`src/rtl/vuvmu_ctrl_ut_store_pipe.sv`:
```
// Unit-stride/indexed store pipe for the vector memory unit.
// Accepts one store or AMO command, then walks its elements. Each element
// combines store data, a per-element byte offset and (for AMOs) a reorder-queue
// tag into one store-request entry. Entries pass through a single output
// register before they reach the store request queue.
// Optional build macro: VMU_STORE_MISALIGN_CHK_EN. When it is defined,
// misaligned elements are dropped and a sticky misalign_fault flag is raised.
module vuvmu_ctrl_ut_store_pipe #(
  parameter int ADDR_W = 32,
  parameter int VLEN_W = 11,
  parameter int TAG_W  = 8
) (
  input  logic                          clk,
  input  logic                          reset,
  input  logic [1+5+ADDR_W+VLEN_W-1:0]  stcmdq_deq_bits,
  input  logic                          stcmdq_deq_val,
  output logic                          stcmdq_deq_rdy,
  input  logic [63:0]                   sdq_deq_bits,
  input  logic                          sdq_deq_val,
  output logic                          sdq_deq_rdy,
  input  logic [ADDR_W-1:0]             utaq_deq_bits,
  input  logic                          utaq_deq_val,
  output logic                          utaq_deq_rdy,
  input  logic [TAG_W-1:0]              roq_deq_tag_bits,
  input  logic                          roq_deq_tag_val,
  output logic                          roq_deq_tag_rdy,
  output logic [ADDR_W-4:0]             srq_enq_addr_bits,
  output logic [TAG_W+3:0]              srq_enq_tag_bits,
  output logic [3:0]                    srq_enq_op_bits,
  output logic [63:0]                   srq_enq_data_bits,
  output logic [7:0]                    srq_enq_wmask_bits,
  output logic                          srq_enq_val,
  input  logic                          srq_enq_rdy,
  output logic                          cmd_done,
  output logic                          misalign_fault,
  output logic                          store_busy
);

  localparam int CMD_W = 1 + 5 + ADDR_W + VLEN_W;

  typedef enum logic [1:0] {
    IDLE  = 2'd0,
    STORE = 2'd1,
    AMO   = 2'd2
  } state_t;

  state_t state_q, state_d;

  logic [4:0]        type_reg;
  logic [VLEN_W-1:0] vlen_reg;
  logic [VLEN_W-1:0] cnt_reg;
  logic [ADDR_W-1:0] base_reg;

  logic              cmd_amo;
  logic [4:0]        cmd_type;
  logic [ADDR_W-1:0] cmd_base;
  logic [VLEN_W-1:0] cmd_vlen;
  logic              cmd_accept;

  logic              active;
  logic              in_amo;
  logic              tag_ok;
  logic              slot_free;
  logic              fire_p0;
  logic              issue_p0;
  logic              last_p0;

  logic [ADDR_W-1:0] elem_addr_p0;
  logic [TAG_W+3:0]  tag_p0;
  logic [3:0]        op_p0;
  logic [63:0]       data_p0;
  logic [7:0]        wmask_p0;

  logic              vld_p1;
  logic [ADDR_W-4:0] addr_p1;
  logic [TAG_W+3:0]  tag_p1;
  logic [3:0]        op_p1;
  logic [63:0]       data_p1;
  logic [7:0]        wmask_p1;

  // Replicate the LSB-aligned store datum across all eight byte lanes.
  function automatic logic [63:0] replicate_data(input logic [1:0] size, input logic [63:0] d);
    case (size)
      2'b00:   replicate_data = {8{d[7:0]}};
      2'b01:   replicate_data = {4{d[15:0]}};
      2'b10:   replicate_data = {2{d[31:0]}};
      default: replicate_data = d;
    endcase
  endfunction

  // Byte-lane write mask; the low address bits beyond the size alignment are ignored.
  function automatic logic [7:0] lane_mask(input logic [1:0] size, input logic [2:0] a);
    case (size)
      2'b00:   lane_mask = 8'h01 << a;
      2'b01:   lane_mask = 8'h03 << {a[2:1], 1'b0};
      2'b10:   lane_mask = a[2] ? 8'hF0 : 8'h0F;
      default: lane_mask = 8'hFF;
    endcase
  endfunction

  assign cmd_amo  = stcmdq_deq_bits[CMD_W-1];
  assign cmd_type = stcmdq_deq_bits[CMD_W-2 -: 5];
  assign cmd_base = stcmdq_deq_bits[VLEN_W +: ADDR_W];
  assign cmd_vlen = stcmdq_deq_bits[VLEN_W-1:0];

  assign stcmdq_deq_rdy = (state_q == IDLE) && !reset;
  assign cmd_accept     = stcmdq_deq_rdy && stcmdq_deq_val;

  // Element handshake: every participating queue moves in the same cycle, and
  // each ready is raised only when all the other parties are able to move.
  assign in_amo    = (state_q == AMO);
  assign active    = ((state_q == STORE) || in_amo) && !reset;
  assign tag_ok    = in_amo ? roq_deq_tag_val : 1'b1;
  assign slot_free = !vld_p1 || srq_enq_rdy;

  assign sdq_deq_rdy     = active && utaq_deq_val && tag_ok && slot_free;
  assign utaq_deq_rdy    = active && sdq_deq_val && tag_ok && slot_free;
  assign roq_deq_tag_rdy = active && in_amo && sdq_deq_val && utaq_deq_val && slot_free;
  assign fire_p0         = active && sdq_deq_val && utaq_deq_val && tag_ok && slot_free;
  assign last_p0         = (cnt_reg == vlen_reg);
  assign cmd_done        = fire_p0 && last_p0;

  assign elem_addr_p0 = base_reg + utaq_deq_bits;
  assign tag_p0       = {4'h8, (in_amo ? roq_deq_tag_bits : {TAG_W{1'b0}})};
  assign op_p0        = in_amo ? {1'b1, type_reg[4:2]} : 4'b0001;
  assign data_p0      = replicate_data(type_reg[1:0], sdq_deq_bits);
  assign wmask_p0     = lane_mask(type_reg[1:0], elem_addr_p0[2:0]);

`ifdef VMU_STORE_MISALIGN_CHK_EN
  logic misalign_p0;
  logic fault_reg;

  // An element is misaligned when any address bit below its size is set.
  function automatic logic is_misaligned(input logic [1:0] size, input logic [2:0] a);
    case (size)
      2'b00:   is_misaligned = 1'b0;
      2'b01:   is_misaligned = a[0];
      2'b10:   is_misaligned = |a[1:0];
      default: is_misaligned = |a;
    endcase
  endfunction

  assign misalign_p0    = is_misaligned(type_reg[1:0], elem_addr_p0[2:0]);
  assign issue_p0       = fire_p0 && !misalign_p0;
  assign misalign_fault = fault_reg;

  // Sticky fault: cleared when a new command is taken, set by a dropped element.
  always_ff @(posedge clk) begin
    if (reset) begin
      fault_reg <= 1'b0;
    end else if (cmd_accept) begin
      fault_reg <= 1'b0;
    end else if (fire_p0 && misalign_p0) begin
      fault_reg <= 1'b1;
    end
  end
`else
  assign issue_p0       = fire_p0;
  assign misalign_fault = 1'b0;
`endif

  // State register.
  always_ff @(posedge clk) begin
    if (reset) begin
      state_q <= IDLE;
    end else begin
      state_q <= state_d;
    end
  end

  // Next state: take a command in IDLE, return to IDLE on the last element.
  always_comb begin
    state_d = state_q;
    case (state_q)
      IDLE: begin
        if (stcmdq_deq_val) begin
          state_d = cmd_amo ? AMO : STORE;
        end
      end
      STORE, AMO: begin
        if (fire_p0 && last_p0) begin
          state_d = IDLE;
        end
      end
      default: state_d = IDLE;
    endcase
  end

  // Command registers and element counter.
  always_ff @(posedge clk) begin
    if (reset) begin
      type_reg <= '0;
      vlen_reg <= '0;
      base_reg <= '0;
      cnt_reg  <= '0;
    end else if (cmd_accept) begin
      type_reg <= cmd_type;
      vlen_reg <= cmd_vlen;
      base_reg <= cmd_amo ? {ADDR_W{1'b0}} : cmd_base;
      cnt_reg  <= '0;
    end else if (fire_p0 && !last_p0) begin
      cnt_reg  <= cnt_reg + {{(VLEN_W-1){1'b0}}, 1'b1};
    end
  end

  // ---- p0 -> p1: output register stage ----
  // Valid bit of the single-entry output register.
  always_ff @(posedge clk) begin
    if (reset) begin
      vld_p1 <= 1'b0;
    end else if (issue_p0) begin
      vld_p1 <= 1'b1;
    end else if (srq_enq_rdy) begin
      vld_p1 <= 1'b0;
    end
  end

  // Payload of the output register; only meaningful while vld_p1 is set.
  always_ff @(posedge clk) begin
    if (issue_p0) begin
      addr_p1  <= elem_addr_p0[ADDR_W-1:3];
      tag_p1   <= tag_p0;
      op_p1    <= op_p0;
      data_p1  <= data_p0;
      wmask_p1 <= wmask_p0;
    end
  end

  assign srq_enq_val        = vld_p1;
  assign srq_enq_addr_bits  = addr_p1;
  assign srq_enq_tag_bits   = tag_p1;
  assign srq_enq_op_bits    = op_p1;
  assign srq_enq_data_bits  = data_p1;
  assign srq_enq_wmask_bits = wmask_p1;

  assign store_busy = (state_q != IDLE) || vld_p1 || stcmdq_deq_val;

endmodule

```
`config.mk`:
```
export PLATFORM = sky130hd
export DESIGN_NAME = vuvmu_ctrl_ut_store_pipe
export DESIGN_NICKNAME = d
export VERILOG_FILES = /design/src/rtl/vuvmu_ctrl_ut_store_pipe.sv
export SDC_FILE = /design/constraint.sdc
export NUM_CORES = 1
export LEC_CHECK = 0
export BUFFER_PORTS_ARGS = -buffer_cell sky130_fd_sc_hd__buf_2
export CAP_MARGIN = 20
export CELL_PAD_IN_SITES_DETAIL_PLACEMENT = 1
export CELL_PAD_IN_SITES_GLOBAL_PLACEMENT = 1
export CORE_MARGIN = 2
export CORE_UTILIZATION = 44
export CTS_BUF_LIST = sky130_fd_sc_hd__clkbuf_4
export DETAILED_ROUTE_END_ITERATION = 8
export GPL_ROUTABILITY_DRIVEN = 0
export PLACE_DENSITY_LB_ADDON = 0.1
export SYNTH_ARGS = -nofsm -noshare
export SYNTH_HDL_FRONTEND = slang
export SYNTH_SLANG_ARGS = --single-unit
```
`constraint.sdc`:
```
create_clock -name clk -period 8.6 [get_ports clk]
set_input_delay 0.86 -clock clk [delete_from_list [all_inputs] [get_ports clk]]
set_output_delay 0.86 -clock clk [all_outputs]
set_load 0.1 [all_outputs]
```
==> impl_results.md <==
* Fin nets at 1,202
* Crit-path max FO at 4
* Critical R2R Capture: srq_enq_data_bits[53]
* Core area at between 15,000 and 20,000 um^2
* Rows at slightly above 50
* Vias in the first global route at 7,036
* Post-synth ARST share at 0%
* Seq/Total Area, Yosys at ~54%
* Clock Sinks at approximately 180
* Post-cts resize count at 0
* M1 WL at about 10000 um
* Max FFs per register at 64
* Placed Cells at 1,253
* Final Cycle Share at 39.5%
* Lkg Pwr at around 4.3 nW
* WL/cell at between 15 and 20 um
* Via density at approximately 5.2
* Global route overflow at 0
* Max Cap Viol at 0
* Die Ht at 144 um
* Setup violators final at 0
* Crit. End Element: primary output
* Io pins at 285
* Routed wire length at around 24,000 um
* Post-synth EDFFs at about 110
* CTS root buf: clkbuf_4
* Max rail drop VDD at around 86 uV
* WP data arrival at ~2500 ps
* Unrepaired setup endpoints after global routing: false
* Synth cell types at 64
* Share of layout cells above drive strength 1 at 37.8%
* Vias post-DR at a little under 7,000
* Minimum clock period at 3400 ps
* Num CTS Buffers at 17
* RR Startpoint: state_q[1]
* Yosys warning count at 0
* Uppermost layer routed: met4
* CP Launch Point: state_q[1]
* Clock slew at reported path FFs at around 140 ps
* Syn Area/Cell at 11.6 um^2
* Critical Setup Path Class: reg2out
* Reg2Reg Depth at 7
* Tightest hold margin at roughly 480 ps
* Clk Latency, worst-skew pair at around 560 ps
* Metal2 WL at between 10,000 and 15,000 um
* Final Util at around 54%
* Final TNS setup at 0 ps
* Max-slew headroom at a little under two fifths
* Critical path required time at 7740 ps
* Layout area overhead at 21.5%
* Power Density at slightly above 200 nW/um^2
* CP endpoint: cmd_done
* Die width at roughly 140 um
* Hpwl dp at between 15,000 and 20,000 um
* Post-cts hold buffer count at 0
* Setup crit start kind: register
* Final Non-Filler Cells at roughly 1,300
* GRT Util Overall at between 20% and 30%
* Post-CTS Setup Inserts at 0
* Commonest non-fill, non-tap cells in the layout: buf_2, edfxtp_1, nand2_1
* Fin. max-slew vios at 0
* Antenna viol nets, final at 0
* Mapped Area at between 8000 and 9000 um^2
* HP Class: in2reg
* Commonest non-fill, non-tap cell in the layout: buf_2
* Reg-to-reg slack, setup at roughly 5600 ps
* Skew final at 19.5 ps
* Synthesized instance count at between 700 and 800
* Initial antenna violation count at 2
* H-tree depth at 4
* DR iter-0 viols at between 300 and 400
* Largest net degree at the start of global routing at 74
* Final Hold Fails at 0
* IO Port Bufs at roughly 280
* CTS tree: done
* DIE AREA at around 21,000 um^2
* Worst Max-Slew Pin Slew at between 900 and 1000 ps
* Overall power at 2.16 mW
* Met3 Wirelength at about 1500 um
* First-pass GRT wire length at between 30,000 and 40,000 um
* 1st-pass router iterations at 4
* Status: finished clean
* Clock Tree Buf Depth at 2
* Yosys reg bits at approximately 180
* Initial Utilization at ~45%
* Max Freq at around 300 MHz
* Remaining DRCs at 0
* Top_reg_cell synth: edfxtp_1
-- worst max-delay path: stages (launching register included) --
cell	delay, ps
dfxtp_1	380
inv_1	50
ha_1	290
nor2b_2	140
a21boi_2	230
nand4_2	200
and2b_1	270
buf_2	430
-- synthesized netlist by cell type, types with 2 or more instances --
library cell	n	share of area, %
o21a_1	4	0.35
and2_1	12	0.87
a21o_1	4	0.35
inv_1	16	0.69
conb_1	2	0.087
a21oi_1	45	2.6
a221oi_2	2	0.35
and3_1	3	0.22
o21ai_0	21	1.2
clkbuf_1	25	1.1
mux4_2	7	1.8
a211oi_1	4	0.35
mux2i_1	10	1.2
nand3_1	13	0.75
buf_4	6	0.52
a221oi_1	2	0.20
nor3_1	8	0.46
o21bai_1	4	0.35
ha_1	34	4.9
or3_1	4	0.29
edfxtp_1	113	39
nand4_1	8	0.58
xor2_1	15	1.5
o211ai_1	8	0.69
nand2_1	71	3.1
mux2_2	45	5.9
nor2b_1	5	0.36
buf_2	7	0.40
o31ai_1	2	0.17
a31oi_1	5	0.36
nor4_1	2	0.14
o221ai_1	3	0.30
nor2_1	50	2.2
xnor2_1	36	3.6
dfxtp_1	62	14
a22o_1	31	3.1
nand3b_1	19	1.6
nand2b_1	9	0.65
-- cell families after synthesis --
| group | after synthesis | synth area share, % |
|---|---|---|
| simple gates | 212 | 12.2 |
| flops | 175 | 53.5 |
| xor+xnor | 51 | 5.16 |
| mux | 62 | 8.83 |
| fa+ha+maj | 35 | 5.15 |
| buf+inv | 57 | 2.93 |
| compound gates | 149 | 12.1 |
| other cells | 2 | 0.0868 |
-- through the flow --
stage          instance area (um^2)  setup slack (ps)
3_3_place_gp                  10200              5270
6_report                      10500              5200
4_1_cts                       10500              5150
2_1_floorplan                  8670              4640
3_5_place_dp                  10200              5180
5_1_grt                       10500              4960
-- worst min-delay path by stage --
stage                  endpoint                 from  cells after the start
finish              vlen_reg[1]   stcmdq_deq_bits[1]                      3
detailed placement  type_reg[2]          type_reg[2]                      2
floorplan           type_reg[2]          type_reg[2]                      2
global route        vlen_reg[9]   stcmdq_deq_bits[9]                      3
global placement    type_reg[2]          type_reg[2]                      2
CTS                 type_reg[2]  stcmdq_deq_bits[45]                      3
-- per-layer routing --
metal / global-route usage (%) / up-vias
met5: 0 / -
met4: 7.10 / 0
met3: 4.67 / 21
met2: 42.1 / 189
met1: 28.1 / 3276
li1: - / 3262
-- power by group --
| part | total (mW) | switching [mW] | internal (mW) |
|---|---|---|---|
| sequential | 1.01 | 0.0362 | 0.978 |
| combinational | 0.671 | 0.464 | 0.206 |
| clock | 0.471 | 0.294 | 0.177 |
| total | 2.16 | 0.795 | 1.36 |
-- area by class of cell --
type | count | area (um^2)
Antenna cell | 2 | 5.00
Tap cell | 265 | 332
Clock inverter | 14 | 139
Sequential cell | 175 | 4640
Clock buffer | 18 | 135
Inverter | 16 | 62.6
Fill cell | 2236 | 8880
Timing Repair Buffer | 283 | 1430
Multi-Input combinational cell | 514 | 3780
No activity file was read; power rests on OpenSTA's default activity.
